$ cat src/rtl/md_pkg.sv
// rtl/md_pkg.sv - shared types for the HI/LO multiply/divide unit
// Purpose: operation and FSM state encodings used by mul_div_unit and its bench.
// Ports: none (package).
package md_pkg;

  localparam int MD_OP_W = 3;

  typedef enum logic [MD_OP_W-1:0] {
    MD_NONE = 3'd0,
    MD_MUL  = 3'd1,
    MD_DIV  = 3'd2,
    MD_MADD = 3'd3,
    MD_MSUB = 3'd4
  } md_op_e;

  typedef enum logic [2:0] {
    IDLE,
    MUL,
    DIV,
    FIN,
    DONE
  } md_state_e;

endpackage

$ cat src/rtl/md_abs_neg.sv
// rtl/md_abs_neg.sv - conditional two's-complement negate
// Purpose: dout = neg ? -din : din. Gives operand magnitudes at capture and
//          re-applies the result sign at commit.
// Ports:
//   neg   in   1      negate when high
//   din   in   WIDTH  value
//   dout  out  WIDTH  din or its two's complement
module md_abs_neg #(
  parameter int WIDTH = 32
) (
  input  logic             neg,
  input  logic [WIDTH-1:0] din,
  output logic [WIDTH-1:0] dout
);

  assign dout = neg ? (~din + WIDTH'(1)) : din;

endmodule

$ cat src/rtl/mul_div_unit.sv
// rtl/mul_div_unit.sv - iterative HI/LO multiply/divide unit for the EX stage
// Purpose: MULT(U), DIV(U), MADD(U), MSUB(U) on sign-magnitude operands with
//          a radix-configurable shift-add multiplier (optional early-out) and a
//          restoring divider. Stalls the pipeline until HI/LO are committed.
// Ports:
//   clk, rst                  clock, async active-low reset
//   reg_flush, reg_stall      abort in-flight op / hold DONE
//   alu_stall                 unit busy, freeze pipeline
//   sign, func                signed operands, md_op_e operation
//   source_a, source_b        multiplicand/dividend, multiplier/divisor
//   hi, lo                    architectural HI/LO
//   hi_write(_data), lo_write(_data)  direct MTHI/MTLO writes
module mul_div_unit
  import md_pkg::*;
#(
  parameter int WIDTH     = 32,
  parameter int MUL_RADIX = 2,
  parameter int EARLY_OUT = 1
) (
  input  logic               clk,
  input  logic               rst,
  input  logic               reg_flush,
  input  logic               reg_stall,
  output logic               alu_stall,
  input  logic               sign,
  input  logic [MD_OP_W-1:0] func,
  input  logic [WIDTH-1:0]   source_a,
  input  logic [WIDTH-1:0]   source_b,
  output logic [WIDTH-1:0]   hi,
  output logic [WIDTH-1:0]   lo,
  input  logic               hi_write,
  input  logic [WIDTH-1:0]   hi_write_data,
  input  logic               lo_write,
  input  logic [WIDTH-1:0]   lo_write_data
);

  localparam int DW    = 2 * WIDTH;
  localparam int CNT_W = $clog2(WIDTH) + 1;

  md_state_e        state, state_d;
  md_op_e           op_q;
  logic             neg_q, neg_r, div0;
  logic [DW-1:0]    acc;
  logic [DW-1:0]    mcand;
  logic [WIDTH-1:0] opb;
  logic [CNT_W-1:0] cnt;

  logic [WIDTH-1:0] mag_a, mag_b;
  logic [DW-1:0]    pp, mul_sum, div_next, prod, madd_sum, msub_diff;
  logic [WIDTH-1:0] opb_shr, quo, rem;
  logic [WIDTH:0]   rem_sh, diff;
  logic [CNT_W-1:0] cnt_dec;
  logic             op_valid;

  assign op_valid  = (func != MD_NONE);
  // Gated by rst so the pipeline is released as soon as reset asserts.
  assign alu_stall = rst & op_valid & (state != DONE);

  md_abs_neg #(.WIDTH(WIDTH)) u_abs_a (.neg(sign & source_a[WIDTH-1]), .din(source_a), .dout(mag_a));
  md_abs_neg #(.WIDTH(WIDTH)) u_abs_b (.neg(sign & source_b[WIDTH-1]), .din(source_b), .dout(mag_b));

  md_abs_neg #(.WIDTH(DW))    u_fix_p (.neg(neg_q), .din(acc),               .dout(prod));
  md_abs_neg #(.WIDTH(WIDTH)) u_fix_q (.neg(neg_q), .din(acc[WIDTH-1:0]),    .dout(quo));
  md_abs_neg #(.WIDTH(WIDTH)) u_fix_r (.neg(neg_r), .din(acc[DW-1:WIDTH]),   .dout(rem));

  assign cnt_dec   = cnt - CNT_W'(1);
  assign opb_shr   = opb >> MUL_RADIX;
  assign madd_sum  = {hi, lo} + prod;
  assign msub_diff = {hi, lo} - prod;

  // One radix digit of the multiplier: sum of the shifted multiplicand for each set bit.
  always_comb begin
    pp = '0;
    for (int i = 0; i < MUL_RADIX; i++) begin
      if (opb[i]) pp = pp + (mcand << i);
    end
    mul_sum = acc + pp;
  end

  // Restoring divide: acc = {partial remainder, dividend bits / quotient bits}.
  // The remainder stays below the divisor, so the shifted value fits WIDTH+1 bits.
  assign rem_sh   = acc[DW-1:WIDTH-1];
  assign diff     = rem_sh - {1'b0, opb};
  assign div_next = diff[WIDTH] ? {acc[DW-2:0], 1'b0}
                                : {diff[WIDTH-1:0], acc[WIDTH-2:0], 1'b1};

  always_ff @(posedge clk or negedge rst) begin
    if (!rst) state <= IDLE;
    else      state <= state_d;
  end

  always_comb begin
    state_d = state;
    case (state)
      IDLE: begin
        if (op_valid) begin
          if (func == MD_DIV) state_d = (source_b == '0) ? FIN : DIV;
          else                state_d = MUL;
        end
      end
      MUL:  if (cnt_dec == '0 || (EARLY_OUT != 0 && opb_shr == '0)) state_d = FIN;
      DIV:  if (cnt_dec == '0) state_d = FIN;
      FIN:  state_d = DONE;
      DONE: if (!reg_stall) state_d = IDLE;
      default: state_d = IDLE;
    endcase
    if (reg_flush) state_d = IDLE;
  end

  always_ff @(posedge clk or negedge rst) begin
    if (!rst) begin
      op_q  <= MD_NONE;
      neg_q <= 1'b0;
      neg_r <= 1'b0;
      div0  <= 1'b0;
      acc   <= '0;
      mcand <= '0;
      opb   <= '0;
      cnt   <= '0;
      hi    <= '0;
      lo    <= '0;
    end else if (!reg_flush) begin
      case (state)
        IDLE: begin
          if (op_valid) begin
            op_q  <= md_op_e'(func);
            neg_q <= sign & (source_a[WIDTH-1] ^ source_b[WIDTH-1]);
            neg_r <= sign & source_a[WIDTH-1];
            opb   <= mag_b;
            if (func == MD_DIV) begin
              cnt  <= CNT_W'(WIDTH);
              div0 <= (source_b == '0);
              // A zero divisor commits the raw dividend, not its magnitude.
              if (source_b == '0) acc <= {source_a, {WIDTH{1'b1}}};
              else                acc <= {{WIDTH{1'b0}}, mag_a};
            end else begin
              cnt   <= CNT_W'(WIDTH / MUL_RADIX);
              div0  <= 1'b0;
              acc   <= '0;
              mcand <= {{WIDTH{1'b0}}, mag_a};
            end
          end
        end
        MUL: begin
          acc   <= mul_sum;
          mcand <= mcand << MUL_RADIX;
          opb   <= opb_shr;
          cnt   <= cnt_dec;
        end
        DIV: begin
          acc <= div_next;
          cnt <= cnt_dec;
        end
        FIN: begin
          case (op_q)
            MD_DIV: begin
              if (div0) {hi, lo} <= acc;
              else begin
                hi <= rem;
                lo <= quo;
              end
            end
            MD_MADD: {hi, lo} <= madd_sum;
            MD_MSUB: {hi, lo} <= msub_diff;
            default: {hi, lo} <= prod;
          endcase
        end
        default: ;
      endcase
      if (state != FIN && !op_valid) begin
        if (hi_write) hi <= hi_write_data;
        if (lo_write) lo <= lo_write_data;
      end
    end
  end

endmodule

$ cat config.mk
export PLATFORM = sky130hd
export DESIGN_NAME = mul_div_unit
export DESIGN_NICKNAME = d
export VERILOG_FILES = /design/src/rtl/md_pkg.sv /design/src/rtl/md_abs_neg.sv /design/src/rtl/mul_div_unit.sv
export SDC_FILE = /design/constraint.sdc
export NUM_CORES = 2
export LEC_CHECK = 0
export ABC_AREA = 0
export CAP_MARGIN = 10
export CORE_ASPECT_RATIO = 0.9
export CORE_MARGIN = 1.5
export CORE_UTILIZATION = 50
export DETAILED_ROUTE_END_ITERATION = 10
export PLACE_DENSITY = 0.71
export SLEW_MARGIN = 20
export SYNTH_ARGS = -nofsm -noshare
export SYNTH_HDL_FRONTEND = slang
export SYNTH_SLANG_ARGS = --single-unit
$ cat constraint.sdc
create_clock -name clk -period 8.4 [get_ports clk]
set_clock_uncertainty 0.1 [all_clocks]
set_input_delay 2.52 -clock clk [delete_from_list [all_inputs] [get_ports clk]]
set_output_delay 2.52 -clock clk [all_outputs]
set_load 0.01 [all_outputs]
==> metrics.md <==
| Metric | Value |
|---|---|
| Worst-margin pin slew | 0.926 ns |
| Num rows | 90 |
| Initial antenna violation count | 6 |
| Synth unique cells | 90 |
| Register bit count reported by yosys | 239 |
| Number of global-route vias before repair | 33,600 |
| Die W | 279 um |
| Post-Route Utilization | 0.561 |
| Max FO, Critical Path | 13 |
| DRT iter0 DRCs | 5,026 |
| Drt drc | 0 |
| Max Slew Vio Count | 0 |
| GRT overflow | 0 |
| I/O pins | 203 |
| Tcrit/Tclk final | 0.861 |
| Hold-fix buffers, CTS | 0 |
| Wirelength, routed | 137 mm |
| Final setup vio count | 0 |
| Yosys warning count | 0 |
| Avg Synthesized Cell Area | 7.14 um^2 |
| Hold slack final | 0.404 ns |
| Post-route ant nets | 0 |
| FILL cells | 6,548 |
| Req. time, crit path | 8.76 ns |
| EDFF count, synth | 0 |
| P&R area growth vs syn | 10.5% |
| DIE HEIGHT | 251 um |
| Max cap viols | 0 |
| Fmax | 138 MHz |
| Root Driver | clkbuf_16 |
| # nets final | 5,184 |
| # H-tree levels | 2 |
| Asr flop ratio synth | 1.00 |
| Element type at the critical path end | flop |
| GPL Wtd Cong | 1.05 |
| TritonCTS clock tree | yes |
| WL/cell | 24.2 um |
| Die ar. | 70,000 um^2 |
| Outcome | completed |
| Total Routing Usage GR | 0.378 |
| Element type at the critical path start | flop |
| R2R Setup Slk | 1.17 ns |
| Ys flop type | dfrtp_1 |
| Clk Latency, worst-skew pair | 0.58 ns |
| Unrepaired setup endpoints after global routing | no |
| Net Count, Synth | 5,216 |
| Worst path arrival time | 7.59 ns |
| Largest net degree at the start of global routing | 162 |
| Vias per cell | 6.66 |
| Postcts setup bufs | 0 |
| Layout cells sized above 1 | 0.0452 |
| Vias | 37,700 |
| Slew Limit Headroom | 0.367 |
| Post-Syn Area | 34,200 um^2 |
| Post-CTS sizing | 0 |
| HP Class | reg2reg |
| First-pass GRT wire length | 207 mm |
| Final instance area | 37,800 um^2 |
| Core area | 67,300 um^2 |
| TNS Setup | 0 ns |
| Area post-placement | 36,600 um^2 |
| Max clock buf depth | 3 |
| Dpl hpwl | 105 mm |
| Initial core utilization | 0.508 |
| Pre-Repair DR Iteration Count | 9 |
| Crit path kind | reg2reg |
| Port Buffer Count | 202 |
| Post-layout min period | 7.23 ns |
| Worst-path clk slew | 0.07 ns |
| Sequential share of the synthesized area | 0.175 |
| Final hold vios | 0 |
| CTS buffer count | 35 |
| CTS Sinks | 239 |
| Mapped Cells | 4,789 |
[metal layers]
metal,vias up,global-route usage,wire [um]
li1,17500,-,-
met1,17800,0.567,61900
met2,2151,0.533,54500
met3,271,0.0743,15200
met4,6,0.129,5140
met5,-,0,42
[flip-flops by register name, indices dropped and copies added, names as in the netlist]
signal,flops
acc,64
cnt,6
div0,1
hi,32
lo,32
mcand,64
neg_q,1
neg_r,1
op_q,3
opb,32
state,3
[area by class of cell]
type	count	area, um^2	share of cell area
Multi-Input combinational cell	3995	26200	0.693
Tap cell	874	1090	0.0289
Inverter	236	886	0.0234
Clock buffer	44	950	0.0251
Clock inverter	19	243	0.00642
Antenna cell	3	7.51	0.000199
Sequential cell	239	5990	0.158
Timing Repair Buffer	250	2430	0.0644
[worst paths after layout]
path | start | to | cells past startpoint
min in group asynchronous | rst | mcand[48]$_DFFE_PN0P_ | 1
max in group asynchronous | rst | opb[0]$_DFFE_PN0P_ | 3
worst max-delay path | acc[11]$_DFFE_PN0P_ | hi[30]$_DFFE_PN0N_ | 20
worst max register to register | acc[11]$_DFFE_PN0P_ | hi[30]$_DFFE_PN0N_ | 20
worst min register to register | neg_r$_DFFE_PN0P_ | neg_r$_DFFE_PN0P_ | 2
worst min-delay path | neg_r$_DFFE_PN0P_ | neg_r$_DFFE_PN0P_ | 2
[synth_stat cells, types with 35 or more instances]
| library cell | n | share of area |
|---|---|---|
| nand3_1 | 65 | 0.0095 |
| o21ai_0 | 436 | 0.064 |
| a221oi_1 | 75 | 0.019 |
| inv_1 | 234 | 0.026 |
| nand4_1 | 56 | 0.010 |
| a21o_1 | 130 | 0.029 |
| o21bai_1 | 62 | 0.014 |
| nand2_1 | 462 | 0.051 |
| clkbuf_1 | 294 | 0.032 |
| nor2_1 | 413 | 0.045 |
| a211oi_1 | 41 | 0.0090 |
| ha_1 | 284 | 0.10 |
| a31oi_1 | 45 | 0.0082 |
| a22o_1 | 35 | 0.0090 |
| nor4_1 | 42 | 0.0077 |
| o22ai_1 | 47 | 0.0086 |
| a21oi_1 | 563 | 0.082 |
| and2_1 | 60 | 0.011 |
| nor3_1 | 71 | 0.010 |
| nor2b_1 | 53 | 0.0097 |
| or3_1 | 42 | 0.0077 |
| nand2b_1 | 47 | 0.0086 |
| xor2_1 | 160 | 0.041 |
| xnor2_1 | 196 | 0.050 |
| o31ai_1 | 64 | 0.014 |
| dfrtp_1 | 239 | 0.17 |
[layout by cell type (no fill, tap or decap), types with 32 or more instances in the layout]
cell type        Yosys  final
o21bai_1            62     62
nor4_1              42     42
ha_1               284    284
and2_1              60     57
a21oi_1            563    561
xor2_1             160    159
a22o_1              35     35
dfrtp_1            239    236
or3_1               42     42
nor2_1             413    408
xnor2_1            196    196
o22ai_1             47     47
o221ai_1            32     32
a221oi_1            75     75
o31ai_1             64     64
a21o_1             130    128
nand4_1             56     56
nand2_1            462    460
nor3_1              71     71
a31oi_1             45     45
nand2b_1            47     47
clkdlybuf4s50_1      0    201
mux2_2              34     34
a211oi_1            41     41
nand3_1             65     65
nor2b_1             53     53
inv_1              234    234
buf_4                1     45
clkbuf_16            0     35
o21ai_0            436    435
[logic make-up (layout without fill, tap and decap cells)]
| logic type | Yosys count | count (layout) | share of synthesized area |
|---|---|---|---|
| AND/OR/NAND/NOR | 1450 | 1450 | 0.202 |
| multiplexers | 63 | 63 | 0.0197 |
| other | 0 | 3 | 0 |
| XOR/XNOR | 358 | 358 | 0.0923 |
| buffers and inverters | 555 | 549 | 0.0614 |
| adder cells (fa/ha/maj) | 289 | 289 | 0.107 |
| AO/OA/AOI/OAI | 1835 | 1835 | 0.343 |
| flip-flops | 239 | 239 | 0.175 |
[worst max-delay path, cell delays in order (launching register included)]
cell	delay, ns
dfrtp_1	0.53
or4_4	0.60
or3_1	0.40
or3_4	0.36
or2_1	0.25
or3_4	0.36
o31ai_1	0.25
xnor2_1	0.19
ha_1	0.58
and3_1	0.25
nand2_1	0.10
nor4_1	0.33
o2111ai_1	0.28
a211oi_1	0.44
o21ai_0	0.30
o31ai_1	0.59
a31oi_1	0.27
o31ai_1	0.53
xor2_1	0.12
o221ai_1	0.19
nand2_1	0.08
[metrics by stage]
step,setup slack [ns],cells
global route,0.642,5659
floorplan,0.563,4789
global placement,1.43,5593
detailed placement,1.29,5593
CTS,1.27,5656
finish,1.17,5660
Power is not shown: default switching activity piles up to over one toggle a cycle in this logic, so the estimate is an artifact.
